--- src/rtl/gray_sync_pkg.sv ---
// Shared helpers for Gray-coded pointer crossings: code conversion, bit counting
// and the registered event bundle produced by the evaluate stage.
package gray_sync_pkg;

  localparam int MAX_W = 32;

  typedef logic [MAX_W-1:0] word_t;

  typedef struct packed {
    logic changed;
    logic wrap;
    logic err_step;
    logic range_err;
  } evt_t;

  // Zero-extended inputs convert correctly: leading zeros contribute nothing to the prefix xor.
  function automatic word_t gray2bin(input word_t g);
    word_t b;
    b[MAX_W-1] = g[MAX_W-1];
    for (int i = MAX_W-2; i >= 0; i--) b[i] = b[i+1] ^ g[i];
    return b;
  endfunction

  function automatic int unsigned popcount(input word_t v);
    int unsigned n;
    n = 0;
    for (int i = 0; i < MAX_W; i++) n += {31'd0, v[i]};
    return n;
  endfunction

endpackage

--- src/rtl/gray_sync_chain.sv ---
// Bare multi-flop synchroniser for a Gray-coded word; no logic between stages.
module gray_sync_chain #(
  parameter int WIDTH       = 4,
  parameter int SYNC_STAGES = 2
) (
  input  logic             clk,
  input  logic             reset,
  input  logic [WIDTH-1:0] d_i,
  output logic [WIDTH-1:0] q_o
);

  logic [SYNC_STAGES-1:0][WIDTH-1:0] s_q;

  always_ff @(posedge clk or posedge reset) begin
    if (reset) begin
      s_q <= '0;
    end else begin
      s_q[0] <= d_i;
      for (int i = 1; i < SYNC_STAGES; i++) s_q[i] <= s_q[i-1];
    end
  end

  assign q_o = s_q[SYNC_STAGES-1];

endmodule

--- src/rtl/gray_ptr_sync.sv ---
// Destination-side consumer of a Gray count: resynchronise, convert to binary,
// report per-cycle advance and flag illegal steps or out-of-range codes.
module gray_ptr_sync
  import gray_sync_pkg::*;
#(
  parameter int WIDTH       = 4,
  parameter int MODULUS     = 16,
  parameter int SYNC_STAGES = 2
) (
  input  logic             clk,
  input  logic             reset,
  input  logic [WIDTH-1:0] gray_in,
  input  logic             clr_err,
  output logic [WIDTH-1:0] gray_sync,
  output logic [WIDTH-1:0] bin_out,
  output logic             changed,
  output logic [WIDTH-1:0] delta,
  output logic             wrap,
  output logic             err_step,
  output logic             range_err,
  output logic             err_sticky
);

  localparam int                 DELTA_W = WIDTH + 1;
  localparam logic [DELTA_W-1:0] MOD_D   = DELTA_W'(MODULUS);
  localparam logic [WIDTH-1:0]   LAST_V  = WIDTH'(MODULUS - 1);

  logic [WIDTH-1:0]   g, gray_prev_q, b, pb;
  logic [WIDTH-1:0]   bin_q, bin_d, delta_q, delta_d;
  logic [DELTA_W-1:0] diff;
  logic               chg, wrap_c, one_bit, legal;
  logic               sticky_q, sticky_d;
  evt_t               evt_q, evt_d;

  gray_sync_chain #(
    .WIDTH      (WIDTH),
    .SYNC_STAGES(SYNC_STAGES)
  ) u_chain (
    .clk  (clk),
    .reset(reset),
    .d_i  (gray_in),
    .q_o  (g)
  );

  always_comb begin
    b       = WIDTH'(gray2bin(word_t'(g)));
    pb      = WIDTH'(gray2bin(word_t'(gray_prev_q)));
    chg     = (g != gray_prev_q);
    one_bit = (popcount(word_t'(g ^ gray_prev_q)) == 32'd1);
    // Wrap may flip several bits when MODULUS is not a power of two.
    wrap_c  = (pb == LAST_V) && (b == '0);
    legal   = one_bit || wrap_c;
    diff    = {1'b0, b} - {1'b0, pb};
    delta_d = '0;
    if (chg) delta_d = WIDTH'(diff[DELTA_W-1] ? diff + MOD_D : diff);
    bin_d           = b;
    evt_d           = '0;
    evt_d.changed   = chg;
    evt_d.wrap      = chg && wrap_c;
    evt_d.err_step  = chg && !legal;
    evt_d.range_err = ({1'b0, b} >= MOD_D);
    // A fresh error pulse outranks a simultaneous clear.
    sticky_d = evt_q.err_step || evt_q.range_err || (sticky_q && !clr_err);
  end

  always_ff @(posedge clk or posedge reset) begin
    if (reset) begin
      gray_prev_q <= '0;
      bin_q       <= '0;
      delta_q     <= '0;
      evt_q       <= '0;
      sticky_q    <= 1'b0;
    end else begin
      gray_prev_q <= g;
      bin_q       <= bin_d;
      delta_q     <= delta_d;
      evt_q       <= evt_d;
      sticky_q    <= sticky_d;
    end
  end

  assign gray_sync  = g;
  assign bin_out    = bin_q;
  assign delta      = delta_q;
  assign changed    = evt_q.changed;
  assign wrap       = evt_q.wrap;
  assign err_step   = evt_q.err_step;
  assign range_err  = evt_q.range_err;
  assign err_sticky = sticky_q;

endmodule

--- config.mk ---
export PLATFORM = sky130hd
export DESIGN_NAME = gray_ptr_sync
export DESIGN_NICKNAME = d
export VERILOG_FILES = /design/src/rtl/gray_sync_pkg.sv /design/src/rtl/gray_sync_chain.sv /design/src/rtl/gray_ptr_sync.sv
export SDC_FILE = /design/constraint.sdc
export NUM_CORES = 1
export LEC_CHECK = 0
export ABC_AREA = 0
export BUFFER_PORTS_ARGS = -buffer_cell sky130_fd_sc_hd__buf_2
export CAP_MARGIN = 20
export CORE_MARGIN = 2
export CORE_UTILIZATION = 54
export CTS_BUF_LIST = sky130_fd_sc_hd__clkbuf_8
export DETAILED_ROUTE_END_ITERATION = 12
export HOLD_SLACK_MARGIN = 0.08
export PLACE_DENSITY = 0.8
export SYNTH_ARGS = -nofsm -noshare
export SYNTH_HDL_FRONTEND = slang
export SYNTH_SLANG_ARGS = --single-unit
export TNS_END_PERCENT = 5
--- constraint.sdc ---
create_clock -name clk -period 3.1 [get_ports clk]
set_clock_uncertainty 0.2 [all_clocks]
set_input_delay 0.31 -clock clk [delete_from_list [all_inputs] [get_ports clk]]
set_output_delay 0.31 -clock clk [all_outputs]
set_load 0.02 [all_outputs]
# After elaboration in Yosys (flattened, before gate mapping)
# Cells that the tools add are included.
# op_classes
n_addsub	33
n_eq_ne	3
n_mux	2
n_bitwise	7
reduce_logical	9
# op_table
cell	n
$add A31 B1 Y32 const B	1
$eq A32 B1 Y1 const B	1
$add A30 B1 Y31 const B	1
$add A29 B1 Y30 const B	1
$add A28 B1 Y29 const B	1
$add A27 B1 Y28 const B	1
$add A26 B1 Y27 const B	1
$add A25 B1 Y26 const B	1
$add A24 B1 Y25 const B	1
$add A23 B1 Y24 const B	1
$add A22 B1 Y23 const B	1
$add A21 B1 Y22 const B	1
$add A20 B1 Y21 const B	1
$add A19 B1 Y20 const B	1
$add A18 B1 Y19 const B	1
$add A17 B1 Y18 const B	1
$add A16 B1 Y17 const B	1
$add A15 B1 Y16 const B	1
$add A14 B1 Y15 const B	1
$add A13 B1 Y14 const B	1
$add A12 B1 Y13 const B	1
$add A11 B1 Y12 const B	1
$add A10 B1 Y11 const B	1
$add A9 B1 Y10 const B	1
other kinds (19)	30
# word_totals
regBits	24
in_bits	7
output_inout_bits	17
wordCells	63

# Depth between registers and ports, before layout
# depth
word_depth	36
ltp_mapped	9
depth_no_buf	9

# By module
# Synthesis repeated with hierarchy kept, for this count alone.
# unflattened
hier_cells	80
area_unflattened_um2	1014.7
# modules_own_cells
mod	n_inst	cells_per_inst	area_per_inst_um2	seq_area_each_um2
gray_ptr_sync	1	67	780.7	375.4
gray_sync_chain	1	13	234.0	200.2

# Worst setup path before layout
# OpenSTA, ideal clock, no wires.
# synth_timing
path_type	reg-to-reg
start	register u_chain.s_q, in the netlist u_chain.q_o[3]
end	register delta_q[2] (netlist: delta[2])
setup_ns	0.130
arrival_ns	2.047
t_required_ns	2.770
setup_slack_ns	0.723
path_stages_with_launch	10
n_path_buf	0
period_less_slack_ns	2.377
cell_sequence	dfrtp_1 -> inv_1 -> ha_1 -> xnor2_1 -> ha_1 -> inv_1 -> ha_1 -> fa_1 -> xor2_1 -> nor2_1
# synth_via
elab_chain_cells	7
word_cells_on_any_way	8
cone_classes	add/sub (2); eq/ne (1); mux (2); bitwise (3)
# synth_rtl
element	line	source
start: declaration	gray_sync_chain.sv:12	logic [SYNC_STAGES-1:0][WIDTH-1:0] s_q;
$xor A1 B1 Y1 (*)	gray_sync_pkg.sv:20	for (int i = MAX_W-2; i >= 0; i--) b[i] = b[i+1] ^ g[i];
named net b[2]	gray_ptr_sync.sv:28	logic [WIDTH-1:0] g, gray_prev_q, b, pb;
$xor A1 B1 Y1 (*) (2 in series)	gray_sync_pkg.sv:20	
named net b[0]	gray_ptr_sync.sv:28	
$sub A4 B4 Y5 (*)	gray_ptr_sync.sv:53	diff = {1'b0, b} - {1'b0, pb};
$add A4 B1 Y4	gray_ptr_sync.sv:55	if (chg) delta_d = WIDTH'(diff[DELTA_W-1] ? diff + MOD_D : diff);
$mux W4 (*) (2 in series)	gray_ptr_sync.sv:55	
named net delta_d[2]	gray_ptr_sync.sv:29	logic [WIDTH-1:0] bin_q, bin_d, delta_q, delta_d;
end signal: assignment	gray_ptr_sync.sv:76	delta_q <= delta_d;
end: declaration	gray_ptr_sync.sv:29	
# Mark *: on every way through the listed nets, which the timed path passes. The rest lies on a longest branch.

# Final worst setup path
# Same ends and word-level chain as after synthesis.

==> reports/results.tsv <==
metric	value	unit
wl_per_cell	11.7	um
cts_num_sinks	23	
synth_edf_count	0	
die_h	47.1	um
cts-resized-gates	0	
yosysSeqAreaShare	0.574	
cp.arrival	2.53	ns
power.share.sequential	0.472	
regArea	576	um2
die_x	47.1	um
clk_latency	0.27	ns
synth_top_area_frac	0.574	
async_flop_share	1.00	
critPathMaxStageDelay	0.43	ns
slew_viol_final	0	
pwr-share-clk	0.246	
n_antenna_cell	0	
utilization	0.685	
finalSetupTns	0	ns
crit_path_max_fanout	4	
numPortBuffers	22	
initial_core_util	0.574	
max_slew_margin	0.460	
synth_common_cells	dfrtp_1, inv_1, ha_1	
hp-class	input pin to flop	
syn_avg_cell_area	12.7	um2
grt.overflow.total	0	
p_leak	0.629	nW
drt_iter0_drc	0	
layout.cells.non_filler	129	
pwr-share-comb	0.282	
cts.htree.levels	1	
swShare	0.319	
synth-seq-cells	23	
cap_violations	0	
place_congestion	0.836	
cp_common_cell	ha_1	
max_freq	388	MHz
syn_to_final_growth	19.2	%
grt_pass1_wl	2380	um
num_rows	15	
crit_chain	inv_1 > ha_1 > xnor2_1 > ha_1 > inv_1 > ha_1 > fa_1 > xor2_1 > nor2_1	
tightestPinTransition	0.809	ns
placed_cells	120	
crit_buf_inv	2	
synth_cells	79	
cp.required	3.05	ns
period_needed	2.58	ns
p_per_area	637	nW/um2
fin_crit_sh	0.831	
fill_cells	127	
coreArea	1750	um2
io_pins	24	
final_hold_viol_count	0	
clockRootBuffer	clkbuf_8	
status	finished, final reports clean	
drt_wl_total	1510	um
antenna_found_initial	0	
synth.distinct_cells	19	
p_switching	0.242	mW
peakVddDrop	0.323	mV
ant_nets	0	
multi_input_area	325	um2
first_global_vias	570	
clk_pin_slew_worst_paths	0.08	ns
syn_nets	98	
hpwl	1130	um
cts_buffer_depth	2	
cts_tree	yes	
drc_errors	0	
synth.most_common_cell	dfrtp_1	
viasPerCell	4.43	
dieArea	2220	um2
grt_max_degree	24	
ys.warnings.count	0	
finalSetupViolCount	0	
netlist_area	1000	um2
crit_path_end_kind	flop	
rsz0062_at_grt	no	
worstSetupPathType	flop to flop	
cp_slowest_cell	dfrtp_1	
nets	124	
p_int	0.518	mW
track_usage	0.171	
crit_family	adder cells	
cp-start-kind	flop	
drive_gt1_frac	0.279	
cts_made_buffers	3	
synth_top_cell_by_area	dfrtp_1	
synth_area_leaders	dfrtp_1, ha_1, inv_1	
ys.flop_type	dfrtp_1	
firstDrtPassIters	1	
vias	572	
## layout make-up
cell class | count | area share
Clock buffer | 3 | 0.0346
Multi-Input combinational cell | 35 | 0.272
Sequential cell | 23 | 0.482
Clock inverter | 1 | 0.00419
Timing Repair Buffer | 27 | 0.134
Tap cell | 25 | 0.0262
Inverter | 15 | 0.0471
## final timing paths
kind                       slack, ns  cells past startpoint              to           start
min in group asynchronous       0.54                      3  gray_prev_q[0]           reset
max reg2reg                     0.52                      9        delta[2]  u_chain.q_o[3]
max in group asynchronous       1.66                      3  gray_prev_q[2]           reset
min                             0.11                      3      err_sticky         clr_err
min reg2reg                     0.16                      0  u_chain.q_o[0]  u_chain.s_q[0]
max                             0.52                      9        delta[2]  u_chain.q_o[3]
## cells by family after synthesis
logic type | Yosys count | share of synthesized area
AOI/OAI and AO/OA | 4 | 0.0275
xor gates and xnor gates | 7 | 0.0687
adders and majority gates | 12 | 0.165
buffers and inverters | 21 | 0.101
DFF | 23 | 0.574
muxes | 1 | 0.0112
other | 1 | 0.00374
and+or+nand+nor | 10 | 0.0487
## layout by cell type (no fill, tap or decap), types with 3 or more instances in the layout
| cell | synthesis | layout |
|---|---|---|
| buf_2 | 0 | 22 |
| xor2_1 | 3 | 3 |
| xnor2_1 | 3 | 3 |
| dlygate4sd3_1 | 0 | 5 |
| dfrtp_1 | 23 | 23 |
| ha_1 | 10 | 10 |
| clkbuf_8 | 0 | 3 |
| inv_1 | 15 | 15 |
| nor2_1 | 5 | 5 |
## power groups by stage
stage          clock (mW)  sequential, mW  combinational (mW)
2_1_floorplan           0           0.415               0.101
3_5_place_dp            0           0.366               0.215
6_report            0.187           0.359               0.215
3_3_place_gp            0           0.364               0.204
5_1_grt             0.201           0.365               0.242
4_1_cts             0.193           0.360               0.220
## flip-flops by register name, indices dropped and copies added, names as in the netlist
register / cells
bin_out: 4
changed: 1
delta: 4
err_step: 1
err_sticky: 1
gray_prev_q: 3
u_chain.q_o: 4
u_chain.s_q: 4
wrap: 1
## worst min-delay path, cell delays in order
cell and delay, ns:
buf_2 0.10, inv_1 0.04, a21o_1 0.10
## routing by layer
metal | wire [um] | part of all wire | GRT usage | vias to the layer above
met5 | 0 | 0 | 0 | -
met4 | 33 | 0.022 | 0.100 | 0
met2 | 817 | 0.54 | 0.315 | 22
met3 | 78 | 0.052 | 0.0462 | 3
li1 | - | - | - | 281
met1 | 585 | 0.39 | 0.170 | 266
## through the flow
step | setup WS (ns) | total power [mW] | instance area, um2 | hold WS, ns
2_1_floorplan | 0.723 | 0.516 | 1000 | 0.112
3_3_place_gp | 0.645 | 0.568 | 1100 | 0.136
3_5_place_dp | 0.513 | 0.580 | 1100 | 0.138
4_1_cts | 0.503 | 0.772 | 1190 | 0.113
5_1_grt | 0.369 | 0.807 | 1190 | 0.135
6_report | 0.524 | 0.761 | 1190 | 0.115
## repair_timing
| action | 4_1_cts | 5_1_grt |
|---|---|---|
| setup buffers | 0 | 0 |
| endpoints found under the hold margin | 27 | 0 |
| hold buffers | 5 | 0 |
Power figures use the tool's default switching activity.
